## src/rtl/pipeline_controller_pkg.sv

```systemverilog
// Shared types and defaults for the pipeline run-control / hazard sequencer.
package proc_ctrl_pkg;

    // Run-control states of the controller FSM
    typedef enum logic [1:0] {
        IDLE  = 2'd0,
        RUN   = 2'd1,
        DRAIN = 2'd2,
        DONE  = 2'd3
    } ctrl_state_t;

    // Cycles after a halt leaves ID before the pipe is empty (EX, MEM, WB)
    localparam int DRAIN_CYC_DEF = 3;

endpackage

```

## src/rtl/pipeline_controller_if.sv

```systemverilog
// Bundle of run-control, hazard-detect inputs and pipeline-control outputs
// shared between the datapath side (master) and the controller (slave).
interface pipeline_controller_if #(
    parameter int RA_W  = 4,
    parameter int CNT_W = 32
);
    logic              start;
    logic              halt_id;
    logic              use_ra1_id;
    logic              use_ra2_id;
    logic [RA_W-1:0]   RA1_id;
    logic [RA_W-1:0]   RA2_id;
    logic              MemRead_ex;
    logic [RA_W-1:0]   RA3_ex;
    logic              PCSource_ex;

    logic              pc_en;
    logic              pc_clear;
    logic              if_id_en;
    logic              if_id_flush;
    logic              id_ex_flush;
    logic              running;
    logic              done;
    logic [CNT_W-1:0]  cycle_cnt;
    logic [CNT_W-1:0]  stall_cnt;
    logic [CNT_W-1:0]  flush_cnt;

    // Datapath side: drives pipeline status, receives control
    modport master (
        output start, halt_id, use_ra1_id, use_ra2_id, RA1_id, RA2_id,
               MemRead_ex, RA3_ex, PCSource_ex,
        input  pc_en, pc_clear, if_id_en, if_id_flush, id_ex_flush,
               running, done, cycle_cnt, stall_cnt, flush_cnt
    );

    // Controller side
    modport slave (
        input  start, halt_id, use_ra1_id, use_ra2_id, RA1_id, RA2_id,
               MemRead_ex, RA3_ex, PCSource_ex,
        output pc_en, pc_clear, if_id_en, if_id_flush, id_ex_flush,
               running, done, cycle_cnt, stall_cnt, flush_cnt
    );

endinterface

```

## src/rtl/pipeline_controller_hazard_unit.sv

```systemverilog
// Load-use hazard detector: a load in EX whose destination matches a
// source register actually read by the instruction in ID.
module hazard_unit #(
    parameter int RA_W = 4
) (
    input  logic            MemRead_ex,
    input  logic            use_ra1_id,
    input  logic            use_ra2_id,
    input  logic [RA_W-1:0] RA1_id,
    input  logic [RA_W-1:0] RA2_id,
    input  logic [RA_W-1:0] RA3_ex,
    output logic            hazard
);

    // Pure compare; the controller decides what to do with it
    always_comb begin
        hazard = MemRead_ex &
                 ((use_ra1_id & (RA1_id == RA3_ex)) |
                  (use_ra2_id & (RA2_id == RA3_ex)));
    end

endmodule

```

## src/rtl/pipeline_controller.sv

```systemverilog
// Run-control and hazard sequencer for the 5-stage datapath. Pipeline
// controls are decoded combinationally from state and current inputs;
// state, drain counter and performance counters are registered.
module pipeline_controller
    import proc_ctrl_pkg::*;
#(
    parameter int RA_W      = 4,
    parameter int CNT_W     = 32,
    parameter int DRAIN_CYC = DRAIN_CYC_DEF
) (
    input logic                clk,
    input logic                rst,
    pipeline_controller_if.slave bus
);

    localparam int DW = (DRAIN_CYC > 1) ? $clog2(DRAIN_CYC) : 1;

    ctrl_state_t      state;
    logic [DW-1:0]    drain_ctr;
    logic [CNT_W-1:0] cycle_q;
    logic [CNT_W-1:0] stall_q;
    logic [CNT_W-1:0] flush_q;

    logic hazard;
    logic take_branch;
    logic take_stall;
    logic take_halt;

    logic pc_en;
    logic pc_clear;
    logic if_id_en;
    logic if_id_flush;
    logic id_ex_flush;
    logic running;
    logic done;

    function automatic logic [CNT_W-1:0] sat_inc(input logic [CNT_W-1:0] v);
        return (v == {CNT_W{1'b1}}) ? v : v + 1'b1;
    endfunction

    hazard_unit #(.RA_W(RA_W)) u_hazard (
        .MemRead_ex (bus.MemRead_ex),
        .use_ra1_id (bus.use_ra1_id),
        .use_ra2_id (bus.use_ra2_id),
        .RA1_id     (bus.RA1_id),
        .RA2_id     (bus.RA2_id),
        .RA3_ex     (bus.RA3_ex),
        .hazard     (hazard)
    );

    // Decode pipeline controls; reset forces the idle (bubble-everything) pattern
    always_comb begin
        pc_en       = 1'b0;
        pc_clear    = 1'b0;
        if_id_en    = 1'b0;
        if_id_flush = 1'b1;
        id_ex_flush = 1'b1;
        running     = 1'b0;
        done        = 1'b0;
        take_branch = 1'b0;
        take_stall  = 1'b0;
        take_halt   = 1'b0;
        if (!rst) begin
            case (state)
                IDLE: begin
                    pc_clear = bus.start;
                end
                DONE: begin
                    done     = 1'b1;
                    pc_clear = bus.start;
                end
                RUN: begin
                    running     = 1'b1;
                    pc_en       = 1'b1;
                    if_id_en    = 1'b1;
                    if_id_flush = 1'b0;
                    id_ex_flush = 1'b0;
                    if (bus.PCSource_ex) begin
                        take_branch = 1'b1;
                        if_id_flush = 1'b1;
                        id_ex_flush = 1'b1;
                    end else if (hazard) begin
                        take_stall  = 1'b1;
                        pc_en       = 1'b0;
                        if_id_en    = 1'b0;
                        id_ex_flush = 1'b1;
                    end else if (bus.halt_id) begin
                        take_halt   = 1'b1;
                        pc_en       = 1'b0;
                        if_id_flush = 1'b1;
                        id_ex_flush = 1'b1;
                    end
                end
                DRAIN: begin
                    running = 1'b1;
                end
                default: begin
                    pc_en = 1'b0;
                end
            endcase
        end
    end

    // FSM, drain countdown and saturating performance counters
    always_ff @(posedge clk) begin
        if (rst) begin
            state     <= IDLE;
            drain_ctr <= '0;
            cycle_q   <= '0;
            stall_q   <= '0;
            flush_q   <= '0;
        end else begin
            case (state)
                IDLE, DONE: begin
                    if (bus.start) begin
                        state   <= RUN;
                        cycle_q <= '0;
                        stall_q <= '0;
                        flush_q <= '0;
                    end
                end
                RUN: begin
                    cycle_q <= sat_inc(cycle_q);
                    if (take_branch) begin
                        flush_q <= sat_inc(flush_q);
                    end else if (take_stall) begin
                        stall_q <= sat_inc(stall_q);
                    end else if (take_halt) begin
                        drain_ctr <= DW'(DRAIN_CYC - 1);
                        state     <= DRAIN;
                    end
                end
                DRAIN: begin
                    cycle_q <= sat_inc(cycle_q);
                    if (drain_ctr == '0) begin
                        state <= DONE;
                    end else begin
                        drain_ctr <= drain_ctr - 1'b1;
                    end
                end
                default: begin
                    state <= IDLE;
                end
            endcase
        end
    end

    // Drive the interface outputs
    always_comb begin
        bus.pc_en       = pc_en;
        bus.pc_clear    = pc_clear;
        bus.if_id_en    = if_id_en;
        bus.if_id_flush = if_id_flush;
        bus.id_ex_flush = id_ex_flush;
        bus.running     = running;
        bus.done        = done;
        bus.cycle_cnt   = cycle_q;
        bus.stall_cnt   = stall_q;
        bus.flush_cnt   = flush_q;
    end

endmodule
```

## src/flat_wrapper.sv

```systemverilog
// flat-port wrapper written by rule: the top's interface ports become plain ports
module pipeline_controller_flat import proc_ctrl_pkg::*;
#(
    parameter int RA_W      = 4,
    parameter int CNT_W     = 32,
    parameter int DRAIN_CYC = DRAIN_CYC_DEF
)
  (clk, rst, bus_start, bus_halt_id, bus_use_ra1_id, bus_use_ra2_id, bus_RA1_id, bus_RA2_id, bus_MemRead_ex, bus_RA3_ex, bus_PCSource_ex, bus_pc_en, bus_pc_clear, bus_if_id_en, bus_if_id_flush, bus_id_ex_flush, bus_running, bus_done, bus_cycle_cnt, bus_stall_cnt, bus_flush_cnt);
  pipeline_controller_if #(.RA_W(RA_W), .CNT_W(CNT_W)) bus_i ();
  input logic clk;
  input logic rst;
  input wire logic [$bits(bus_i.start)-1:0] bus_start;
  input wire logic [$bits(bus_i.halt_id)-1:0] bus_halt_id;
  input wire logic [$bits(bus_i.use_ra1_id)-1:0] bus_use_ra1_id;
  input wire logic [$bits(bus_i.use_ra2_id)-1:0] bus_use_ra2_id;
  input wire logic [$bits(bus_i.RA1_id)-1:0] bus_RA1_id;
  input wire logic [$bits(bus_i.RA2_id)-1:0] bus_RA2_id;
  input wire logic [$bits(bus_i.MemRead_ex)-1:0] bus_MemRead_ex;
  input wire logic [$bits(bus_i.RA3_ex)-1:0] bus_RA3_ex;
  input wire logic [$bits(bus_i.PCSource_ex)-1:0] bus_PCSource_ex;
  output wire logic [$bits(bus_i.pc_en)-1:0] bus_pc_en;
  output wire logic [$bits(bus_i.pc_clear)-1:0] bus_pc_clear;
  output wire logic [$bits(bus_i.if_id_en)-1:0] bus_if_id_en;
  output wire logic [$bits(bus_i.if_id_flush)-1:0] bus_if_id_flush;
  output wire logic [$bits(bus_i.id_ex_flush)-1:0] bus_id_ex_flush;
  output wire logic [$bits(bus_i.running)-1:0] bus_running;
  output wire logic [$bits(bus_i.done)-1:0] bus_done;
  output wire logic [$bits(bus_i.cycle_cnt)-1:0] bus_cycle_cnt;
  output wire logic [$bits(bus_i.stall_cnt)-1:0] bus_stall_cnt;
  output wire logic [$bits(bus_i.flush_cnt)-1:0] bus_flush_cnt;
  assign bus_i.start = bus_start;
  assign bus_i.halt_id = bus_halt_id;
  assign bus_i.use_ra1_id = bus_use_ra1_id;
  assign bus_i.use_ra2_id = bus_use_ra2_id;
  assign bus_i.RA1_id = bus_RA1_id;
  assign bus_i.RA2_id = bus_RA2_id;
  assign bus_i.MemRead_ex = bus_MemRead_ex;
  assign bus_i.RA3_ex = bus_RA3_ex;
  assign bus_i.PCSource_ex = bus_PCSource_ex;
  assign bus_pc_en = bus_i.pc_en;
  assign bus_pc_clear = bus_i.pc_clear;
  assign bus_if_id_en = bus_i.if_id_en;
  assign bus_if_id_flush = bus_i.if_id_flush;
  assign bus_id_ex_flush = bus_i.id_ex_flush;
  assign bus_running = bus_i.running;
  assign bus_done = bus_i.done;
  assign bus_cycle_cnt = bus_i.cycle_cnt;
  assign bus_stall_cnt = bus_i.stall_cnt;
  assign bus_flush_cnt = bus_i.flush_cnt;
  pipeline_controller #(.RA_W(RA_W), .CNT_W(CNT_W), .DRAIN_CYC(DRAIN_CYC)) u_core (.clk(clk), .rst(rst), .bus(bus_i));
endmodule
```

## config.mk

```make
export PLATFORM = sky130hd
export DESIGN_NAME = pipeline_controller_flat
export DESIGN_NICKNAME = d
export VERILOG_FILES = /design/src/rtl/pipeline_controller_pkg.sv /design/src/rtl/pipeline_controller_if.sv /design/src/rtl/pipeline_controller_hazard_unit.sv /design/src/rtl/pipeline_controller.sv /design/src/flat_wrapper.sv
export SDC_FILE = /design/constraint.sdc
export NUM_CORES = 1
export LEC_CHECK = 0
export ABC_AREA = 1
export BUFFER_PORTS_ARGS = -buffer_cell sky130_fd_sc_hd__buf_4
export CAP_MARGIN = 10
export CORE_MARGIN = 5
export CORE_UTILIZATION = 40
export DETAILED_ROUTE_END_ITERATION = 6
export GPL_ROUTABILITY_DRIVEN = 0
export SYNTH_ARGS = -nofsm -noshare
export SYNTH_HDL_FRONTEND = slang
export SYNTH_SLANG_ARGS = --single-unit
```

## constraint.sdc

```tcl
create_clock -name clk -period 1.9 [get_ports clk]
set_clock_uncertainty 0.05 [all_clocks]
set_input_delay 0.095 -clock clk [delete_from_list [all_inputs] [get_ports clk]]
set_output_delay 0.095 -clock clk [all_outputs]
set_load 0.02 [all_outputs]
```

# After elaboration in Yosys (flattened, before gate mapping)
# Index checks and enable logic that the tools add are counted.
# totals
memories	0
elab_cells	95
out_inout_bits	103
latchBits	0
register_bits	100
rom_bits	0
ram_bits	0
input_bits	20
# op_classes
n_reduce_logical	11
bitwise	4
mul	0
n_mux	52
n_eq_ne	19
order_cmp	0
add_sub_neg	4
shifts	0
n_div	0
# op_table
op	count
two-way mux 32 bit	7
case mux 32 bit (2 select lines)	3
adder 32 x 1 -> 32 bit, second input constant	3
equality test 32 bit, second input constant	3
two-way mux 1 bit	34
AND reduction 5 bit	3
two-way mux 2 bit	6
inequality test 2 bit, second input constant	6
inequality test 2 x 1 -> 1 bit, second input constant	5
equality test 4 bit	2
case mux 2 bit (3 select lines)	1
equality test 2 bit, second input constant	2
zero test 2 bit	2
case mux 2 bit (2 select lines)	1
AND reduction 4 bit	1
nonzero test 2 bit	2
OR reduction 2 bit	2
bitwise AND 1 bit	3
equality test 2 x 1 -> 1 bit, second input constant	1
AND reduction 2 bit	1
subtractor 2 x 1 -> 2 bit, second input constant	1
bitwise OR 1 bit	1

# Depth between registers and ports, before layout
# depth
ltp_word	12
ltp_mapped	13
ltp_nobuf	13

# By module
# Synthesis repeated with hierarchy kept, for this count alone.
# hier_totals
cells_unflattened	1299
hier_area_um2	7282.0
# by_module_without_submodules
module	n_inst	cells_per_inst	seq_area_each_um2	area_each_um2
pipeline_controller	1	1265	2001.9	7133.1
hazard_unit	1	34	0.0	148.9

# Worst setup path after synthesis
# OpenSTA, ideal clock, no wires.
# synth_timing
path_kind	reg-to-reg
start	register u_core.flush_q[1], in the netlist u_core.bus.flush_cnt[1]
end	register u_core.flush_q[31], in the netlist u_core.bus.flush_cnt[31]
path_buffers	1
t_arrival_ps	1802
path_slack_ps	-90
setup_time_ps	138
t_required_ps	1712
path_stages_with_launch	12
period_less_slack_ps	1990
cell_sequence	dfxtp_1 -> ha_1 -> nand3_1 -> inv_1 -> nand2_1 -> nor2_2 -> nand3_1 -> o211ai_2 -> inv_2 -> buf_4 -> nand2_1 -> a21oi_1
# synth_via
elab_chain_cells	4
word_cells_on_any_way	7
classes_between	add/sub: 1; eq/ne: 2; mux: 3; reduce/logical: 1
# synth_rtl
element	line_no	text
start: declaration	pipeline_controller.sv:22	logic [CNT_W-1:0] flush_q;
start signal: assignment	pipeline_controller.sv:125	flush_q <= sat_inc(flush_q);
adder 32 x 1 -> 32 bit	pipeline_controller.sv:38	return (v == {CNT_W{1'b1}}) ? v : v + 1'b1;
two-way mux 32 bit	pipeline_controller.sv:38	
two-way mux 32 bit	pipeline_controller.sv:124	if (take_branch) begin
case mux 32 bit (2 select lines)	pipeline_controller.sv:113	case (state)
# Parallel ways exist; a longest one is shown, timed or not. The select of a mux whose other input is x is not followed.
# A chain may end at the register's enable or synchronous reset.

# Worst setup path in the final report
# layout_timing
start	register u_core.state[0]
end	register u_core.cycle_q[15], in the netlist u_core.bus.cycle_cnt[15]
# layout_via
elab_chain_cells	4
word_cells_on_any_way	10
classes_between	eq/ne: 5; mux: 1; reduce/logical: 4
# layout_rtl
element	line_no	text
start: declaration	pipeline_controller.sv:18	ctrl_state_t state;
start signal: assignment	pipeline_controller.sv:107	state <= IDLE;
start signal: assignment	pipeline_controller.sv:116	state <= RUN;
start signal: assignment	pipeline_controller.sv:130	state <= DRAIN;
equality test 2 x 1 -> 1 bit, or another cell as far along	pipeline_controller.sv:113	
OR reduction 2 bit (no line)	-	
inequality test 2 bit (no line) / inequality test 2 x 1 -> 1 bit (equally long branches)	-	
AND reduction 2 bit (no line)	-	
end signal: assignment	pipeline_controller.sv:123	cycle_q <= sat_inc(cycle_q);
end signal: assignment	pipeline_controller.sv:134	cycle_q <= sat_inc(cycle_q);
end: declaration	pipeline_controller.sv:20	logic [CNT_W-1:0] cycle_q;
# Parallel ways exist; a longest one is shown, timed or not.

==> out/results.txt <==
clk sinks -> 100
width of the die -> 143 um
number of buffers added by the clock tree synthesis step -> 9
number of pins exceeding their max-slew limit in the final report -> 0
minimum clock period after layout -> 1890 ps
setup slack at placement -> 23.4 ps
synthesized area per cell -> 5.92 um^2
effective utilization at floorplan -> 40.7%
number of diodes -> 0
total vias in the final route -> 8284
Clock Root Buffer -> sky130_fd_sc_hd__clkbuf_16
static power due to leakage -> 3.89 nW
global-route wire length before repair -> 38500 um
startpoint of the tightest hold check path -> bus_start
measured slew at the worst slew-check pin -> 393 ps
remaining max-slew budget at the tightest pin -> 73.7%
number of flops mapped to enable cells by yosys -> 0
reg-to-reg slack, setup -> 9 ps
biggest fanout along the worst timing path -> 8
die height -> 143 um
setup repair after global routing missed its margin -> true
highest ir drop seen on vdd -> 0.807 mV
DRC violation count after routing -> 0
via count of the first global-routing pass -> 7625
clock-pin slew on the worst setup and hold paths -> 70 ps
Post-Syn Nets -> 1218
post-synthesis register bit count -> 100
estimated wirelength of the detail-placed design -> 18200 um
Remaining Overflow, GRT -> 0
Final Power -> 0.00794 W
post-route fraction of the period consumed by the critical path -> 99.5%
post-detailed-route via-to-cell ratio -> 5.01
synthesized instance count -> 1189
Worst R2R Start -> u_core.state[0]
sequential share of the synthesized area -> 28.4%
share of flip-flops with an asynchronous set or reset -> 0%
initial antenna violation count -> 0
R2R Path End -> u_core.bus.cycle_cnt[15]
switching power summed over all nets -> 0.00319 W
number of max-cap violations -> 0
H-tree depth reported by CTS -> 3
type of the worst setup path -> reg -> reg
startpoint class of the critical path -> flip-flop
power density of the placed cells -> 810 mW/mm^2
HP Class -> in -> reg
internal cell power -> 0.00475 W
area overhead of the layout relative to synthesis -> 39.3%
net count of the finished layout -> 1452
total of buffers placed on input and output ports -> 122
required time at the endpoint of the critical path -> 2100 ps
final setup fails -> 0
TritonCTS clock tree -> done
Synth cell types -> 38
number of nets with antenna violations after detailed routing -> 0
Final Cell Area -> 0.00981 mm^2
Reg power frac -> 28.4%
data arrival time of the critical path -> 2090 ps
Sw Share -> 40.1%
worst hold slack -> 192 ps
placed cell areas -> 0.00907 mm^2
std cell rows -> 48
most frequently used flop master after synthesis -> sky130_fd_sc_hd__dfxtp_1
final routed wire length divided by cell count -> 14.6 um
DIE AREA -> 0.0204 mm^2
clock network power share -> 27.9%
latest clock arrival within the worst-skew pair -> 360 ps
GRT Total Usage -> 23.2%
timing-limited maximum frequency -> 529 MHz
Reg2Reg Depth -> 11
placeable core region -> 0.0173 mm^2
violation count after the first detailed-routing iteration -> 634
total standard cell area after synthesis -> 0.00704 mm^2
Final Hold Violating Endpoints -> 0
I/O pin cnt -> 123
final critical-path setup slack -> 8.78 ps
status -> finished clean
type of destination of the critical path -> flip-flop
largest net degree at the start of global routing -> 48
Pre-Repair DR Iteration Count -> 5
worst hold path depth -> 5
ratio of cells with drive above 1 in the final layout -> 27.3%
Final Routed Wirelength -> 24200 um
post-route core utilization -> 56.7%
Longest Clk Path Bufs -> 2
hold path endpoint -> u_core.bus.cycle_cnt[2]
power share of the combinational group -> 43.7%
Syn. warnings -> 0
## cells in the final DEF (no fill, tap or decap), types with 4 or more instances in the layout
cell type | synthesis | layout
sky130_fd_sc_hd__nand3_1 | 68 | 61
sky130_fd_sc_hd__inv_1 | 95 | 90
sky130_fd_sc_hd__nor3_1 | 24 | 17
sky130_fd_sc_hd__nor2_2 | 3 | 25
sky130_fd_sc_hd__ha_1 | 9 | 5
sky130_fd_sc_hd__nor3_4 | 2 | 5
sky130_fd_sc_hd__buf_6 | 10 | 4
sky130_fd_sc_hd__nor3b_1 | 6 | 5
sky130_fd_sc_hd__o21ai_0 | 13 | 13
sky130_fd_sc_hd__inv_2 | 9 | 11
sky130_fd_sc_hd__dfxtp_1 | 100 | 79
sky130_fd_sc_hd__buf_4 | 2 | 250
sky130_fd_sc_hd__buf_12 | 0 | 6
sky130_fd_sc_hd__dfxtp_2 | 0 | 18
sky130_fd_sc_hd__nand2_1 | 383 | 379
sky130_fd_sc_hd__nand4_1 | 41 | 41
sky130_fd_sc_hd__xor2_1 | 31 | 31
sky130_fd_sc_hd__clkbuf_16 | 0 | 11
sky130_fd_sc_hd__nor2_1 | 235 | 211
sky130_fd_sc_hd__o21bai_1 | 4 | 4
sky130_fd_sc_hd__nor3_2 | 2 | 6
sky130_fd_sc_hd__nand2_2 | 4 | 6
sky130_fd_sc_hd__xnor2_1 | 7 | 7
sky130_fd_sc_hd__nand3b_1 | 6 | 6
sky130_fd_sc_hd__a21oi_2 | 4 | 7
sky130_fd_sc_hd__a21oi_1 | 85 | 82
sky130_fd_sc_hd__nand3_2 | 0 | 7
sky130_fd_sc_hd__nor2_4 | 3 | 5
## metal layers
layer | up-vias | GRT usage (%) | wire length [um]
li1 | 4252 | - | -
met1 | 3766 | 30.7 | 10800
met2 | 229 | 38.8 | 11600
met3 | 37 | 2.85 | 1150
met4 | 0 | 8.75 | 623
met5 | - | 0 | 0
## timing repair
item / CTS / global route
gates cloned: 0 / 2
setup endpoints to repair: 1 / 86
gates resized for setup: 1 / 89
hold endpoints to repair: 6 / 0
pin swaps: 0 / 15
hold buffers: 1 / 0
buffers inserted: 0 / 6
## worst max-delay path: stages (launching register included)
cell	delay (ps)
sky130_fd_sc_hd__dfxtp_2	330
sky130_fd_sc_hd__inv_2	60
sky130_fd_sc_hd__ha_4	240
sky130_fd_sc_hd__inv_4	60
sky130_fd_sc_hd__nand3_1	90
sky130_fd_sc_hd__nor2_2	200
sky130_fd_sc_hd__nand4_4	120
sky130_fd_sc_hd__nand2_4	140
sky130_fd_sc_hd__clkinvlp_4	210
sky130_fd_sc_hd__buf_6	180
sky130_fd_sc_hd__nand3_2	50
sky130_fd_sc_hd__a21oi_2	50
## state kept, by name (all words and copies together), names as in the netlist
| signal | cells |
|---|---|
| u_core.bus.cycle_cnt | 32 |
| u_core.bus.flush_cnt | 32 |
| u_core.drain_ctr | 2 |
| u_core.bus.stall_cnt | 32 |
| u_core.state | 2 |
## cells in the mapped netlist, types with 2 or more instances
cell type,instances,area share (%)
sky130_fd_sc_hd__nand2_2,4,0.36
sky130_fd_sc_hd__nand4_1,41,3.6
sky130_fd_sc_hd__o21bai_1,4,0.43
sky130_fd_sc_hd__nor2_1,235,13
sky130_fd_sc_hd__buf_2,3,0.21
sky130_fd_sc_hd__buf_1,6,0.32
sky130_fd_sc_hd__ha_1,9,1.6
sky130_fd_sc_hd__nor3_2,2,0.28
sky130_fd_sc_hd__nand3b_1,6,0.64
sky130_fd_sc_hd__xnor2_1,7,0.87
sky130_fd_sc_hd__inv_2,9,0.48
sky130_fd_sc_hd__buf_8,2,0.43
sky130_fd_sc_hd__buf_4,2,0.21
sky130_fd_sc_hd__or2_2,2,0.18
sky130_fd_sc_hd__buf_6,10,1.6
sky130_fd_sc_hd__xor2_1,31,3.9
sky130_fd_sc_hd__nor3_4,2,0.46
sky130_fd_sc_hd__inv_1,95,5.1
sky130_fd_sc_hd__nor4_1,2,0.18
sky130_fd_sc_hd__a21oi_1,85,6.0
sky130_fd_sc_hd__clkbuf_1,18,0.96
sky130_fd_sc_hd__nor2_2,3,0.27
sky130_fd_sc_hd__nor3b_1,6,0.64
sky130_fd_sc_hd__a21oi_2,4,0.50
sky130_fd_sc_hd__dfxtp_1,100,28
sky130_fd_sc_hd__nand3_1,68,4.8
sky130_fd_sc_hd__o21ai_0,13,0.92
sky130_fd_sc_hd__nor3_1,24,1.7
sky130_fd_sc_hd__a21o_1,3,0.32
sky130_fd_sc_hd__nand2_1,383,20
sky130_fd_sc_hd__nor2_4,3,0.48
## cell type report
class,count,area [um^2]
tap,225,282
clock inverter,7,124
inverter,105,405
multi-input combinational,943,4620
clock buffer,9,225
timing repair buffer,264,2120
fill,1762,7490
sequential,100,2040
## stage by stage
stage | std cells | TNS [ps]
3_3_place_gp | 1628 | 0
5_1_grt | 1653 | -1140
4_1_cts | 1645 | 0
6_report | 1653 | 0
3_5_place_dp | 1628 | 0
2_1_floorplan | 1189 | -5.12
## logic make-up (layout without fill, tap and decap cells)
group                      Yosys count  count (layout)  share of synthesized area [%]
and+or+nand+nor                    785             785                           47.4
buffers and inverters              146             385                           9.36
AOI/OAI and AO/OA                  111             111                           8.49
DFF                                100             100                           28.4
xor gates and xnor gates            38              38                           4.72
adders and majority gates            9               9                           1.60
## worst max path at each step
| stage | end | from | depth (start not counted) |
|---|---|---|---|
| floorplan | u_core.bus.flush_cnt[31] | u_core.state[1] | 12 |
| global placement | u_core.bus.cycle_cnt[24] | u_core.state[0] | 12 |
| detailed placement | u_core.bus.cycle_cnt[24] | u_core.state[0] | 12 |
| CTS | u_core.bus.cycle_cnt[17] | u_core.bus.cycle_cnt[2] | 9 |
| global route | u_core.bus.cycle_cnt[9] | u_core.state[0] | 12 |
| finish | u_core.bus.cycle_cnt[15] | u_core.state[0] | 11 |
## power groups by stage
| stage | clock, W | sequential, W | combinational (W) |
|---|---|---|---|
| after floorplan | 0 | 0.00234 | 0.00198 |
| after global placement | 0 | 0.00229 | 0.00300 |
| after detailed placement | 0 | 0.00229 | 0.00301 |
| after CTS | 0.00225 | 0.00224 | 0.00302 |
| after global routing | 0.00234 | 0.00227 | 0.00369 |
| final | 0.00221 | 0.00226 | 0.00347 |
(Power assumes the default switching activity.)
